File: config.mk
export PLATFORM = sky130hd
export DESIGN_NAME = ui_config_ctrl
export DESIGN_NICKNAME = d
export VERILOG_FILES = /design/src/rtl/ui_cfg_pkg.sv /design/src/rtl/btn_fsm.sv /design/src/rtl/ui_config_ctrl.sv
export SDC_FILE = /design/constraint.sdc
export NUM_CORES = 1
export LEC_CHECK = 0
export ABC_CLOCK_PERIOD_IN_PS = 4000
export CORE_MARGIN = 2
export CORE_UTILIZATION = 45
export DETAILED_ROUTE_END_ITERATION = 16
export PLACE_DENSITY = 0.66
export SLEW_MARGIN = 20
export SYNTH_ARGS = -nofsm -noshare
export SYNTH_HDL_FRONTEND = slang
export SYNTH_SLANG_ARGS = --single-unit
File: constraint.sdc
create_clock -name clock -period 4 [get_ports clock]
set_clock_uncertainty 0.15 [all_clocks]
set_input_delay 0.8 -clock clock [delete_from_list [all_inputs] [get_ports clock]]
set_output_delay 0.8 -clock clock [all_outputs]
set_load 0.05 [all_outputs]
File: src/rtl/ui_cfg_pkg.sv
// Shared types for the button-driven LED configuration controller:
// per-button FSM state, the event bundle each button FSM emits, and brightness stepping.
package ui_cfg_pkg;

   typedef enum logic [1:0] {
      IDLE = 2'd0,
      DOWN = 2'd1,
      LONG = 2'd2
   } btn_state_t;

   typedef struct packed {
      logic press;
      logic short_press;
      logic long_press;
      logic repeat_press;
   } btn_evt_t;

   // Saturating brightness step in either direction.
   function automatic logic [7:0] step_bright(input logic [7:0] b, input logic [7:0] step, input logic up);
      logic [8:0] sum;
      sum = {1'b0, b} + {1'b0, step};
      if (up) begin
         step_bright = sum[8] ? 8'hFF : sum[7:0];
      end else begin
         step_bright = (b < step) ? 8'h00 : (b - step);
      end
   endfunction

endpackage

File: src/rtl/btn_fsm.sv
// Per-button press classifier: press, short, long and auto-repeat pulses, all registered.
// A button held through reset stays disarmed until it has been seen released.
module btn_fsm
   import ui_cfg_pkg::*;
#(
   parameter int LONG_MS   = 500,
   parameter int REPEAT_MS = 100
) (
   input  logic     clock,
   input  logic     reset,
   input  logic     tick,
   input  logic     btn,
   output btn_evt_t evt
);

   localparam int CMAX = (LONG_MS > REPEAT_MS) ? LONG_MS : REPEAT_MS;
   localparam int CW   = $clog2(CMAX + 1);
   localparam logic [CW-1:0] LONG_LAST = CW'(LONG_MS - 1);
   localparam logic [CW-1:0] REP_LAST  = CW'(REPEAT_MS - 1);
   localparam logic [CW-1:0] CNT_SAT   = {CW{1'b1}};

   btn_state_t    state_q, state_d;
   logic          armed_q, armed_d;
   logic [CW-1:0] cnt_q, cnt_d, cnt_inc;
   btn_evt_t      evt_q, evt_d;

   assign cnt_inc = (cnt_q == CNT_SAT) ? cnt_q : (cnt_q + CW'(1));
   assign evt     = evt_q;

   always_comb begin
      state_d = state_q;
      armed_d = armed_q | ~btn;
      cnt_d   = cnt_q;
      evt_d   = '0;
      case (state_q)
         IDLE: begin
            if (armed_q && btn) begin
               state_d     = DOWN;
               evt_d.press = 1'b1;
               cnt_d       = '0;
            end
         end
         DOWN: begin
            if (!btn) begin
               state_d           = IDLE;
               evt_d.short_press = 1'b1;
            end else if (tick) begin
               if (cnt_q == LONG_LAST) begin
                  state_d          = LONG;
                  evt_d.long_press = 1'b1;
                  cnt_d            = '0;
               end else begin
                  cnt_d = cnt_inc;
               end
            end
         end
         LONG: begin
            // Release from a long hold is silent.
            if (!btn) begin
               state_d = IDLE;
            end else if (tick) begin
               if (cnt_q == REP_LAST) begin
                  evt_d.repeat_press = 1'b1;
                  cnt_d              = '0;
               end else begin
                  cnt_d = cnt_inc;
               end
            end
         end
         default: state_d = IDLE;
      endcase
   end

   always_ff @(posedge clock or posedge reset) begin
      if (reset) begin
         state_q <= IDLE;
         armed_q <= 1'b0;
         cnt_q   <= '0;
         evt_q   <= '0;
      end else begin
         state_q <= state_d;
         armed_q <= armed_d;
         cnt_q   <= cnt_d;
         evt_q   <= evt_d;
      end
   end

endmodule

File: src/rtl/ui_config_ctrl.sv
// Button UI to LED-engine configuration: tick prescaler, three button FSMs,
// shadow mode/brightness with dirty flag, and a valid/ready output register.
module ui_config_ctrl
   import ui_cfg_pkg::*;
#(
   parameter int TICK_DIV       = 50000,
   parameter int LONG_MS        = 500,
   parameter int REPEAT_MS      = 100,
   parameter int NUM_MODES      = 8,
   parameter int BRIGHT_STEP    = 16,
   parameter int BRIGHT_DEFAULT = 128
) (
   input  logic                         clock,
   input  logic                         reset,
   input  logic                         btn_mode,
   input  logic                         btn_up,
   input  logic                         btn_down,
   output logic [$clog2(NUM_MODES)-1:0] mode,
   output logic [7:0]                   brightness,
   output logic                         cfg_valid,
   input  logic                         cfg_ready
);

   localparam int MW = $clog2(NUM_MODES);
   localparam int TW = (TICK_DIV > 1) ? $clog2(TICK_DIV) : 1;
   localparam logic [TW-1:0] TICK_LAST = TW'(TICK_DIV - 1);
   localparam logic [MW-1:0] MODE_LAST = MW'(NUM_MODES - 1);
   localparam logic [7:0]    B_DEF     = 8'(BRIGHT_DEFAULT);
   localparam logic [7:0]    B_STEP    = 8'(BRIGHT_STEP);

   logic [TW-1:0] presc_q, presc_d;
   logic          tick_q, tick_d;
   btn_evt_t      evt_mode, evt_up, evt_down;
   logic [MW-1:0] sh_mode_q, sh_mode_d, mode_q, mode_d;
   logic [7:0]    sh_bright_q, sh_bright_d, bright_q, bright_d;
   logic          dirty_q, dirty_d, valid_q, valid_d;
   logic          up_step, dn_step, changed, load;
   logic          evt_unused;

   btn_fsm #(.LONG_MS(LONG_MS), .REPEAT_MS(REPEAT_MS)) u_mode (
      .clock(clock), .reset(reset), .tick(tick_q), .btn(btn_mode), .evt(evt_mode));
   btn_fsm #(.LONG_MS(LONG_MS), .REPEAT_MS(REPEAT_MS)) u_up (
      .clock(clock), .reset(reset), .tick(tick_q), .btn(btn_up), .evt(evt_up));
   btn_fsm #(.LONG_MS(LONG_MS), .REPEAT_MS(REPEAT_MS)) u_down (
      .clock(clock), .reset(reset), .tick(tick_q), .btn(btn_down), .evt(evt_down));

   // Mode reacts only to short/long; brightness ignores short release.
   assign evt_unused = evt_mode.press | evt_mode.repeat_press | evt_up.short_press | evt_down.short_press;
   assign up_step    = evt_up.press | evt_up.long_press | evt_up.repeat_press;
   assign dn_step    = evt_down.press | evt_down.long_press | evt_down.repeat_press;

   assign mode       = mode_q;
   assign brightness = bright_q;
   assign cfg_valid  = valid_q;

   always_comb begin
      presc_d     = (presc_q == TICK_LAST) ? '0 : (presc_q + TW'(1));
      tick_d      = (presc_q == TICK_LAST);
      sh_mode_d   = sh_mode_q;
      sh_bright_d = sh_bright_q;
      if (evt_mode.long_press) begin
         sh_mode_d   = '0;
         sh_bright_d = B_DEF;
      end else begin
         if (evt_mode.short_press) begin
            sh_mode_d = (sh_mode_q == MODE_LAST) ? '0 : (sh_mode_q + MW'(1));
         end else begin
            sh_mode_d = sh_mode_q;
         end
         if (up_step && !dn_step) begin
            sh_bright_d = step_bright(sh_bright_q, B_STEP, 1'b1);
         end else if (dn_step && !up_step) begin
            sh_bright_d = step_bright(sh_bright_q, B_STEP, 1'b0);
         end else begin
            sh_bright_d = sh_bright_q;
         end
      end
      // Saturated no-ops leave the shadow untouched and so raise nothing.
      changed = (sh_mode_d != sh_mode_q) || (sh_bright_d != sh_bright_q);
      load    = !valid_q && dirty_q;
      dirty_d = (dirty_q && !load) || changed;
      mode_d  = mode_q;
      bright_d = bright_q;
      valid_d = valid_q;
      if (load) begin
         mode_d   = sh_mode_q;
         bright_d = sh_bright_q;
         valid_d  = 1'b1;
      end else if (valid_q && cfg_ready) begin
         valid_d = 1'b0;
      end else begin
         valid_d = valid_q;
      end
   end

   always_ff @(posedge clock or posedge reset) begin
      if (reset) begin
         presc_q     <= '0;
         tick_q      <= 1'b0;
         sh_mode_q   <= '0;
         sh_bright_q <= B_DEF;
         dirty_q     <= 1'b0;
         mode_q      <= '0;
         bright_q    <= B_DEF;
         valid_q     <= 1'b0;
      end else begin
         presc_q     <= presc_d;
         tick_q      <= tick_d;
         sh_mode_q   <= sh_mode_d;
         sh_bright_q <= sh_bright_d;
         dirty_q     <= dirty_d;
         mode_q      <= mode_d;
         bright_q    <= bright_d;
         valid_q     <= valid_d;
      end
   end

endmodule

# Yosys cells after proc, flatten, opt, wreduce, memory -nomap -nowiden
# Index checks and enable logic that the tools add are counted.
# W data, S select, Z words.
totals:
  register_bits: 85
  in_bits: 6
  output_inout_bits: 12
  word_cells: 194
classes:
  addsub: 7
  n_lt_le_gt_ge: 1
  eq_ne: 43
  muxes: 81
  n_bitwise: 10
  reduce_logical: 27
ops:
  columns: ["operator", "n"]
  rows:
  - ["$mux W9", 24]
  - ["$pmux W9 S3", 3]
  - ["$eq A9 B9 Y1 const B", 6]
  - ["$mux W8", 5]
  - ["$mux W2", 16]
  - ["$ne A2 B2 Y1 const B", 15]
  - ["$add A9 B1 Y9 const B", 3]
  - ["$eq A9 B7 Y1 const B", 3]
  - ["$mux W1", 26]
  - ["$pmux W2 S3", 3]
  - ["$reduce_and A6 Y1", 3]
  - ["$add A16 B1 Y16 const B", 1]
  - ["$eq A16 B16 Y1 const B", 1]
  - ["$mux W16", 1]
  - ["$reduce_and A4 Y1", 3]
  - ["$add A8 B5 Y9 const B", 1]
  - ["$mux W3", 3]
  - ["$ne A3 B2 Y1 const B", 3]
  - ["$ne A3 B3 Y1 const B", 3]
  - ["$reduce_bool A3 Y1", 3]
  - ["$logic_and A1 B1 Y1", 8]
  - ["$lt A8 B5 Y1 const B", 1]
  - ["$ne A8 B8 Y1", 1]
  - ["$sub A8 B5 Y8 const B", 1]
  - ["other kinds (12)", 32]

# Depth between registers and ports, before layout
# Gate-level depths: netlist of the first run.
logic_depth:
  depth_word: 10
  ltp_mapped: 8
  depth_no_buf: 7

# By module
# Synthesis of the first run repeated with hierarchy kept, for this count alone.
unflattened:
  cells_unflattened: 470
  area_unflattened_um2: 4844.6
by_module_without_submodules:
  columns: ["mod", "n_inst", "cells_each", "area_each_um2", "seq_area_each_um2"]
  rows:
  - ["ui_config_ctrl", 1, 201, 2073.2, 1028.5]
  - ["btn_fsm at u_down ...", 2, 90, 925.9, 400.4]
  - ["btn_fsm at u_mode", 1, 89, 919.6, 400.4]

# Least setup slack after synthesis of the first run
# Ideal clock, no wire load.
synth_path:
  kind: "in2reg"
  from: "input port btn_up"
  to: "register u_up.cnt_q[7]"
  setup_time_ns: 0.078
  arrival_time_ns: 1.975
  required_ns: 3.772
  path_slack_ns: 1.797
  stages: 6
  path_buffers: 2
  cell_sequence: "buf_2 > o2111ai_4 > or2_1 > clkbuf_1 > or3_1 > a21oi_1"
synth_between:
  elab_chain_len: 3
  elab_cells_between_ends: 5
  cone_classes: "eq/ne: 3; reduce/logical: 2"
synth_rtl:
  columns: ["item", "line_no", "source"]
  rows:
  - ["start, declared", "ui_config_ctrl.sv:16", "input logic btn_up,"]
  - ["$logic_and A1 B1 Y1", "btn_fsm.sv:37", "if (armed_q && btn) begin"]
  - ["$ne A2 B1 Y1 (no source line)", null, null]
  - ["$reduce_and A6 Y1 (no source line) *", null, null]
  - ["end signal, assigned", "btn_fsm.sv:83", "cnt_q <= cnt_d;"]
  - ["end, declared", "btn_fsm.sv:24", "logic [CW-1:0] cnt_q, cnt_d, cnt_inc;"]
# Every way passes the cells marked *; elsewhere a longest branch is shown, timed or not.
# A chain may end at the register's enable or synchronous reset.

# Worst setup path in the final report of the first run
layout_path:
  from: "register u_mode.cnt_q[0]"
  to: "register u_mode.cnt_q[0]"
layout_between:
  elab_chain_len: 6
  elab_cells_between_ends: 12
  cone_classes: "add/sub: 1; eq/ne: 3; mux: 8"
layout_rtl:
  columns: ["item", "line_no", "source"]
  rows:
  - ["start, declared", "btn_fsm.sv:24", null]
  - ["start signal, assigned", "btn_fsm.sv:83", null]
  - ["$add A9 B1 Y9 or $eq A9 B9 Y1 (tied branches)", "btn_fsm.sv:27", "assign cnt_inc = (cnt_q == CNT_SAT) ? cnt_q : (cnt_q + CW'(1));"]
  - ["$mux W9", "btn_fsm.sv:27", null]
  - ["$mux W9 (on tied branches)", "btn_fsm.sv:62, btn_fsm.sv:48", null]
  - ["$mux W9 (on tied branches)", "btn_fsm.sv:61, btn_fsm.sv:47", null]
  - ["$mux W9 (on tied branches)", "btn_fsm.sv:59, btn_fsm.sv:44", null]
  - ["$pmux W9 S3 *", "btn_fsm.sv:35", "case (state_q)"]
# Every way passes the cells marked *; elsewhere a longest branch is shown, timed or not. The select of a mux whose other input is x is not followed.

==> results of run 1 <==
-- logic make-up (layout without fill, tap and decap cells) --
kind of cell               after synthesis  after routing
AOI/OAI and AO/OA                       90             90
adders and majority gates               17             17
xor gates and xnor gates                25             25
and+or+nand+nor                        201            201
buffers and inverters                   35             57
DFF                                     85             85
muxes                                   16             16
-- cell usage in the layout (no fill, tap or decap), drive strengths merged, types with 6 or more instances in the layout --
cell and count:
nor3 19, dfrtp 83, or3 8, nor3b 6, xor2 9, and3 8
clkbuf 9, xnor2 16, nor2 56, o21ai 19, nand4 11, clkdlybuf4s50 17
a31oi 7, nand2 38, ha 17, inv 23, a21oi 20, nand3 26
mux2 11
-- power groups by stage --
stage,clock network (mW),logic [mW],registers [mW]
2_1_floorplan,0,0.793,1.43
3_3_place_gp,0,1.24,1.27
3_5_place_dp,0,1.28,1.28
4_1_cts,0.780,1.28,1.27
5_1_grt,0.815,1.40,1.30
6_report,0.761,1.27,1.27
-- flip-flops by register name, summed over array words and instances, names as in the netlist, 8 cells and up --
register and count:
brightness 8, presc_q 16, sh_bright_q 8, u_down.cnt_q 9, u_mode.cnt_q 9, u_up.cnt_q 9
-- metal layers --
layer  vias to the layer above  global-route usage  wire length, um  part of all wire
met5                         -                   0                0                 0
met4                         0              0.0685              101             0.012
met3                         8              0.0276              271             0.032
met2                        47               0.278             4050              0.48
met1                      1712               0.216             4040              0.48
li1                       1724                   -                -                 -
-- worst max-delay path by stage --
stage / depth (start not counted) / endpoint / from / slack (ns)
global placement: 5 / u_mode.cnt_q[0] / btn_mode / 1.08
global route: 6 / u_mode.cnt_q[0] / u_mode.cnt_q[0] / 1.05
CTS: 1 / brightness[7] / brightness[7] / 1.34
floorplan: 1 / brightness[0] / reset / 0.86
finish: 6 / u_mode.cnt_q[0] / u_mode.cnt_q[0] / 1.35
detailed placement: 5 / u_mode.cnt_q[0] / btn_mode / 0.99
-- layout make-up --
class                           instances  area share
Clock buffer                            9      0.0244
Clock inverter                          7      0.0249
Inverter                               22      0.0165
Multi-Input combinational cell        349       0.444
Sequential cell                        85       0.420
Tap cell                              133      0.0328
Timing Repair Buffer                   19      0.0365
==> reports/qor.yml, run 1 <==
setup_path:
  crit_path_end_kind: "flop"
  reg2regPathDepth: 6
  crit_required_ns: 4.10
  crit_type: "flop to flop"
  start_kind: "flop"
  r2r_end: "u_mode.cnt_q[0]"
  rrSetupSlack_ns: 1.35
  critPathBufInv: 0
  critical_path.slowest_cell: "a31oi_1"
  arrival_ns: 2.75
  path_max_fanout: 11
  path_cells: "ha_1, nor3b_1, nand4b_1, a31oi_1, o21ai_1, mux2_2"
  r2r-start: "u_mode.cnt_q[0]"
  cp_slowest_stage_delay_ns: 0.68
  critPathTopFamily: "compound AO/OA/AOI/OAI gates"
floorplanning:
  ios: 18
  die_h_um: 104
  die_area_mm2: 0.0109
  initial_core_util: 0.462
  die_x_um: 104
  core_mm2: 0.00977
  rows: 36
detailed_routing:
  avgRoutedWirePerCell_um: 13.6
  vias: 3491
  viasPerCell: 5.59
  wl_mm: 8.47
  drcViolationCount: 0
  ant_nets: 0
  drt_iter0_drc: 118
  firstDrtPassIters: 4
synthesis:
  ys_top_cells_by_area: "dfrtp_1 (46%), ha_1 (4.7%), nor2_1 (4.7%), nand2_1 (3.2%), xnor2_1 (3.1%)"
  mappedNetlistArea_mm2: 0.00452
  synth_compound_area_frac: 0.142
  synth-xor-area-share: 0.0485
  avgSynthCellArea_um2: 9.63
  synth_cells: 469
  ys_ff_latch: 85
  synth_top_family_by_area: "simple AND/OR/NAND/NOR gates"
  ys_types: 63
  synth_edf_count: 0
  synth_most_common_cell: "dfrtp_1"
  synth_common_cells: "dfrtp_1 (83), nor2_1 (56), nand2_1 (38)"
  ys_seq_area_frac: 0.471
  synth_mux_area_frac: 0.0385
  synth_warnings: 0
  ys.flop_type: "dfrtp_1"
  synth-adder-area-share: 0.0471
  yosys.area_share.simple: 0.223
  syn_nets: 492
  synthArstFlopShare: 1.00
  synth_top_area_share: 0.460
  yosys.area.top_type: "dfrtp_1"
timing:
  finalMaxSlewViolations: 0
  hold_ws_ns: 0.319
  worst_slew_pin_slew_ns: 0.855
  setup_viol: 0
  grt_setup_unrepaired: "no"
  finalSetupTns_ns: 0
  setup_ws_ns: 1.35
  fmax_ghz: 0.378
  finalCritPeriodShare: 0.661
  hold_viol: 0
  slew_headroom: 0.426
  period_needed_ns: 2.65
placed_design:
  gp_congestion: 0.825
  io_buffers: 17
  post-place-ws_ns: 0.994
  post_dp_cell_area_mm2: 0.00482
  hpwl_mm: 6.03
  place_inst: 608
final_layout:
  drive_above_1_share: 0.0713
  num_antenna_cells: 0
  area_growth_pct: 12.2
  nNetsFinal: 509
  fin_area_mm2: 0.00507
  fillers: 882
  multi_input_area_mm2: 0.00225
  final_cells: 624
  final_util: 0.518
  regArea_mm2: 0.00213
clock_tree:
  cts-root-buf: "clkbuf_8"
  htreeDepth: 3
  cts_made_buffers: 9
  cts_tree: "done"
  postCtsSetupBuffers: 0
  cts_buffer_depth: 2
  clock_latency_ns: 0.36
  ctsHoldBuffers: 0
  cts.repair.resized: 0
  clk_pin_slew_worst_paths_ns: 0.10
  cts.sinks: 85
flow_run:
  max-cap-violations: 0
power:
  p_sw_frac: 0.396
  ir_worst_vdd_uv: 348
  leakagePower_nw: 2.14
  pwr-share-clk: 0.231
  p_seq_frac: 0.384
  p_comb_frac: 0.385
  power.total_mw: 3.29
  p_int_mw: 1.99
  power_density_mw_per_mm2: 650
  p_sw_mw: 1.30
grt:
  grt_use_total: 0.167
  grt_pass1_vias: 3384
  grt-ovfl-total: 0
  grt_max_degree: 36
  antenna_found_initial: 0
  grt_pass1_wl_mm: 15.1
worst_hold_path:
  hold_depth: 1
  hold_class: "flop to flop"
  min_from: "presc_q[0]"
  hold_end: "presc_q[0]"
status:
  status: "finished, final reports clean"
(Power assumes the default switching activity.)
==> run 2, diff against run 1 <==
--- a/config.mk
+++ b/config.mk
@@ -5,11 +5,11 @@
 export SDC_FILE = /design/constraint.sdc
 export NUM_CORES = 1
 export LEC_CHECK = 0
-export ABC_CLOCK_PERIOD_IN_PS = 4000
+export ABC_CLOCK_PERIOD_IN_PS = 2400
 export CORE_MARGIN = 2
 export CORE_UTILIZATION = 45
 export DETAILED_ROUTE_END_ITERATION = 16
-export PLACE_DENSITY = 0.66
+export PLACE_DENSITY = 0.68
 export SLEW_MARGIN = 20
 export SYNTH_ARGS = -nofsm -noshare
 export SYNTH_HDL_FRONTEND = slang
==> constraint.sdc (replaced) <==
create_clock -name clock -period 2.4 [get_ports clock]
set_clock_uncertainty 0.15 [all_clocks]
set_input_delay 0.48 -clock clock [delete_from_list [all_inputs] [get_ports clock]]
set_output_delay 0.48 -clock clock [all_outputs]
set_load 0.05 [all_outputs]
==> run 2 against run 1 <==
Cell area up 1.5%. Via count rose by 0.54%. Total power rose by 64%. Clock power increased by 47%. Critical endpoint is now brightness[7]. Non-clock buffer count grew 11. Worst setup slack worse by 1.3 ns. Core utilization is 0.77 points higher. Critical path depth is 5 lower. Global-route usage increased by 0.21 points. Sequential share of layout area fell by 0.61 points.
==> reports/qor.yml, run 2 (synthesized netlist as in run 1, its figures left out) <==
status:
  status: "finished, final reports clean"
placed_design:
  post_dp_cell_area_mm2: 0.00491
  hpwl_mm: 6.00
  gp_congestion: 0.857
  post-place-ws_ns: 0.0932
  io_buffers: 17
clock_tree:
  clock_latency_ns: 0.36
  htreeDepth: 3
  cts_made_buffers: 9
  cts_tree: "done"
  cts.sinks: 85
  ctsHoldBuffers: 0
  clk_pin_slew_worst_paths_ns: 0.09
  cts-root-buf: "clkbuf_8"
  cts_buffer_depth: 2
final_layout:
  final_cell_mix: "dfrtp_1 (83), nor2_1 (56), nand2_1 (38), nand3_1 (26), nor3_1 (19)"
  num_antenna_cells: 0
  fin_area_mm2: 0.00514
  layout_commonest_cell: "dfrtp_1"
  nNetsFinal: 520
  largest_register_ffs: 16
  area_growth_pct: 13.8
  regMostFlops: "presc_q"
  drive_above_1_share: 0.0936
grt:
  grt_use_total: 0.169
  antenna_found_initial: 0
  grt_pass1_vias: 3347
  grt_pass1_wl_mm: 15.3
  grt_max_degree: 79
  grt-ovfl-total: 0
flow_run:
  max-cap-violations: 0
detailed_routing:
  avgRoutedWirePerCell_um: 13.3
  firstDrtPassIters: 4
  ant_nets: 0
  drcViolationCount: 0
  vias: 3510
  wl_mm: 8.47
  drt_iter0_drc: 190
  viasPerCell: 5.53
power:
  ir_worst_vdd_uv: 547
  pwr-share-clk: 0.208
  p_int_mw: 3.26
  power.total_mw: 5.40
  p_comb_frac: 0.403
  p_sw_mw: 2.15
  power_density_mw_per_mm2: 1050
  leakagePower_nw: 2.18
  p_seq_frac: 0.389
  p_sw_frac: 0.397
setup_path:
  critical_path.slowest_cell: "clkdlybuf4s50_1"
  r2r-start: "u_mode.cnt_q[0]"
  critPathTopFamily: "buffers and inverters"
  rrSetupSlack_ns: 0.21
  start_kind: "flop"
  path_max_fanout: 2
  critPathBufInv: 1
  r2r_end: "u_mode.cnt_q[0]"
  arrival_ns: 1.68
  crit_type: "flop to primary output"
  reg2regPathDepth: 7
  path_cells: "clkdlybuf4s50_1"
  crit_required_ns: 1.77
  crit_path_end_kind: "primary output"
  cp_slowest_stage_delay_ns: 0.79
floorplanning:
  die_area_mm2: 0.0109
  core_mm2: 0.00977
  die_h_um: 104
  ios: 18
  die_x_um: 104
  rows: 36
  initial_core_util: 0.462
timing:
  fmax_ghz: 0.433
  slew_headroom: 0.647
  hold_viol: 0
  period_needed_ns: 2.31
  grt_setup_unrepaired: "no"
  finalSetupTns_ns: 0
  setup_ws_ns: 0.0888
  finalMaxSlewViolations: 0
  worst_slew_pin_slew_ns: 0.525
  setup_viol: 0
  finalCritPeriodShare: 0.963
worst_hold_path:
  hold_class: "input pin to async pin"
run 2: power groups by stage:
stage	Sequential, mW	Combinational (mW)	Clock [mW]
CTS	2.10	2.19	1.15
finish	2.10	2.18	1.12
global route	2.16	2.41	1.22
detailed placement	2.13	2.18	0
global placement	2.11	2.12	0
floorplan	2.38	1.32	0
run 2: worst max-delay path by stage:
stage                                 start         endpoint  slack, ns  cells after the start
after detailed placement           btn_mode  u_mode.cnt_q[6]       0.09                      7
after floorplan           u_mode.state_q[0]  u_mode.cnt_q[0]       0.33                      6
after global placement             btn_mode  u_mode.cnt_q[6]       0.16                      7
final                         brightness[7]    brightness[7]       0.09                      1
after global routing          brightness[7]    brightness[7]       0.04                      1
after CTS                     brightness[7]    brightness[7]       0.06                      1
run 2: worst reg2reg max path: cells and delay by family (launching register included):
family / cells / cell delay (ns)
AOI/OAI and AO/OA: 2 / 0.28
adders and majority gates: 1 / 0.26
buffers and inverters: 1 / 0.19
DFF: 1 / 0.40
muxes: 1 / 0.28
and+or+nand+nor: 2 / 0.52
run 2: area by class of cell:
class                           instances  area (um^2)
Clock inverter                          7         98.8
Sequential cell                        85         2130
Tap cell                              133          166
Timing Repair Buffer                   30          280
Clock buffer                            9          124
Fill cell                             895         4630
Multi-Input combinational cell        349         2260
Inverter                               22         86.3
run 2: what timing repair did:
| item | in CTS | in global routing |
|---|---|---|
| buffers inserted | 0 | 0 |
| resized for setup | 0 | 1 |
| hold endpoints to repair | 0 | 0 |
| setup endpoints to repair | 0 | 9 |
run 2: per-stage QoR:
step,utilization,hold slack (ns),std cells
after floorplan,-,0.283,469
after global placement,0.503,0.300,619
after detailed placement,0.503,0.320,619
after CTS,0.526,0.219,635
after global routing,0.526,0.236,635
final,0.526,0.229,635
run 2: metal layers:
| metal | GRT usage | routed length [um] | part of all wire |
|---|---|---|---|
| met3 | 0.0332 | 195 | 0.023 |
| met1 | 0.226 | 4120 | 0.49 |
| met2 | 0.273 | 4050 | 0.48 |
| met5 | 0 | 0 | 0 |
| met4 | 0.0598 | 105 | 0.012 |
==> run 3, diff against run 2 <==
--- a/config.mk
+++ b/config.mk
@@ -10,6 +10,7 @@
 export CORE_UTILIZATION = 45
 export DETAILED_ROUTE_END_ITERATION = 16
 export PLACE_DENSITY = 0.68
+export SETUP_SLACK_MARGIN = 0.2
 export SLEW_MARGIN = 20
 export SYNTH_ARGS = -nofsm -noshare
 export SYNTH_HDL_FRONTEND = slang
==> run 3 against run 2 <==
Worst setup slack improved by 0.16 ns. Register-to-register slack better by 0.08 ns. Sequential cell count stayed put. Count of clock-buffer cells in the layout did not move. Fmax grew 7.6%. Via count is 0.14% higher. Global-route usage did not move. Critical endpoint is now brightness[4]. Highest routed layer unchanged.
==> reports/qor.yml, run 3 (synthesized netlist as in run 1, its figures left out) <==
final_layout:
  nNetsFinal: 522
  layout_commonest_cell: "dfrtp_1"
  area_growth_pct: 15.3
  multi_input_area_mm2: 0.00231
  fin_area_mm2: 0.00521
  regArea_mm2: 0.00213
  final_cell_mix: "dfrtp_1 (81), nor2_1 (56), nand2_1 (38), nand3_1 (26)"
  largest_register_ffs: 16
  fillers: 890
  regMostFlops: "presc_q"
  num_antenna_cells: 0
  drive_above_1_share: 0.115
timing:
  finalMaxSlewViolations: 0
  fmax_ghz: 0.465
  worst_slew_pin_slew_ns: 0.527
  hold_viol: 0
  finalSetupTns_ns: 0
  grt_setup_unrepaired: "yes"
  setup_viol: 0
  slew_headroom: 0.649
  finalCritPeriodShare: 0.895
  period_needed_ns: 2.15
detailed_routing:
  vias: 3515
  drcViolationCount: 0
  avgRoutedWirePerCell_um: 13.4
  ant_nets: 0
  firstDrtPassIters: 5
  drt_iter0_drc: 163
  viasPerCell: 5.52
  wl_mm: 8.55
floorplanning:
  core_mm2: 0.00977
  rows: 36
  die_h_um: 104
  die_x_um: 104
  ios: 18
  initial_core_util: 0.462
  die_area_mm2: 0.0109
setup_path:
  crit_type: "flop to primary output"
  critPathTopFamily: "buffers and inverters"
  start_kind: "flop"
  critPathBufInv: 1
  r2r-start: "sh_bright_q[3]"
  critical_path.slowest_cell: "clkdlybuf4s50_1"
  crit_path_end_kind: "primary output"
  crit_required_ns: 1.77
  cp_slowest_stage_delay_ns: 0.81
  path_max_fanout: 2
  arrival_ns: 1.52
  rrSetupSlack_ns: 0.29
  path_cells: "clkdlybuf4s50_1"
  r2r_end: "dirty_q"
  reg2regPathDepth: 5
worst_hold_path:
  hold_class: "input pin to async pin"
clock_tree:
  cts.sinks: 85
  cts_buffer_depth: 2
  htreeDepth: 3
  cts-root-buf: "clkbuf_8"
  cts_tree: "done"
  cts_made_buffers: 9
  clock_latency_ns: 0.36
  clk_pin_slew_worst_paths_ns: 0.09
grt:
  grt_use_total: 0.169
  grt_pass1_vias: 3349
  grt-ovfl-total: 0
  grt_pass1_wl_mm: 15.3
  antenna_found_initial: 0
  grt_max_degree: 79
placed_design:
  hpwl_mm: 6.00
  gp_congestion: 0.857
  post_dp_cell_area_mm2: 0.00491
  io_buffers: 17
status:
  status: "finished, final reports clean"
flow_run:
  max-cap-violations: 0
power:
  ir_worst_vdd_uv: 526
  power_density_mw_per_mm2: 1050
  leakagePower_nw: 2.21
[run 3: cell count changes in the layout (fill, tap and decap cells not counted), moves of 2 or more]
cell             previous run  this run
buf_4                      12        14
dfrtp_1                    83        81
dfrtp_2                     0         2
clkdlybuf4s50_1            17        15
nor3_1                     19        17
nor3_2                      0         2
[run 3: how the worst max path moves through the flow]
stage	start	end	slack, ns	depth (start not counted)
after global placement	btn_mode	u_mode.cnt_q[6]	0.16	7
after detailed placement	btn_mode	u_mode.cnt_q[6]	0.09	7
after floorplan	u_mode.state_q[0]	u_mode.cnt_q[0]	0.33	6
final	brightness[4]	brightness[4]	0.25	1
after global routing	u_mode.cnt_q[0]	u_mode.cnt_q[5]	0.19	7
after CTS	cfg_valid	cfg_valid	0.20	1
[run 3: layout make-up]
cell class	instances	area share
Clock buffer	9	0.0238
Clock inverter	7	0.0190
Inverter	22	0.0166
Multi-Input combinational cell	349	0.443
Sequential cell	85	0.409
Tap cell	133	0.0319
Timing Repair Buffer	32	0.0569
[run 3: power by group]
| part | internal, mW | total, mW | switching, mW | leakage, nW |
|---|---|---|---|---|
| sequential | 1.77 | 2.11 | 0.345 | 1.08 |
| clock | 0.591 | 1.12 | 0.532 | 0.110 |
| combinational | 0.934 | 2.24 | 1.30 | 1.02 |
[run 3: what timing repair did]
| action | 4_1_cts | 5_1_grt |
|---|---|---|
| resized for setup | 2 | 12 |
| setup endpoints to repair | 10 | 18 |
| hold buffers | 0 | 0 |
| pin swaps | 0 | 1 |
| buffers inserted | 0 | 2 |
[run 3: through the flow]
stage | std cells | setup slack, ns | hold WS (ns) | util | total power [mW]
2_1_floorplan | 469 | 0.328 | 0.283 | - | 3.70
5_1_grt | 637 | 0.185 | 0.236 | 0.533 | 5.87
3_3_place_gp | 619 | 0.162 | 0.300 | 0.503 | 4.23
6_report | 637 | 0.251 | 0.229 | 0.533 | 5.47
3_5_place_dp | 619 | 0.0932 | 0.320 | 0.503 | 4.31
4_1_cts | 635 | 0.201 | 0.219 | 0.526 | 5.44
[run 3: metal layers]
metal	routed length (um)	vias up	GRT usage
met4	107	0	0.0598
met2	4070	34	0.274
met5	0	-	0
met1	4130	1720	0.226
met3	241	8	0.0332
li1	-	1753	-
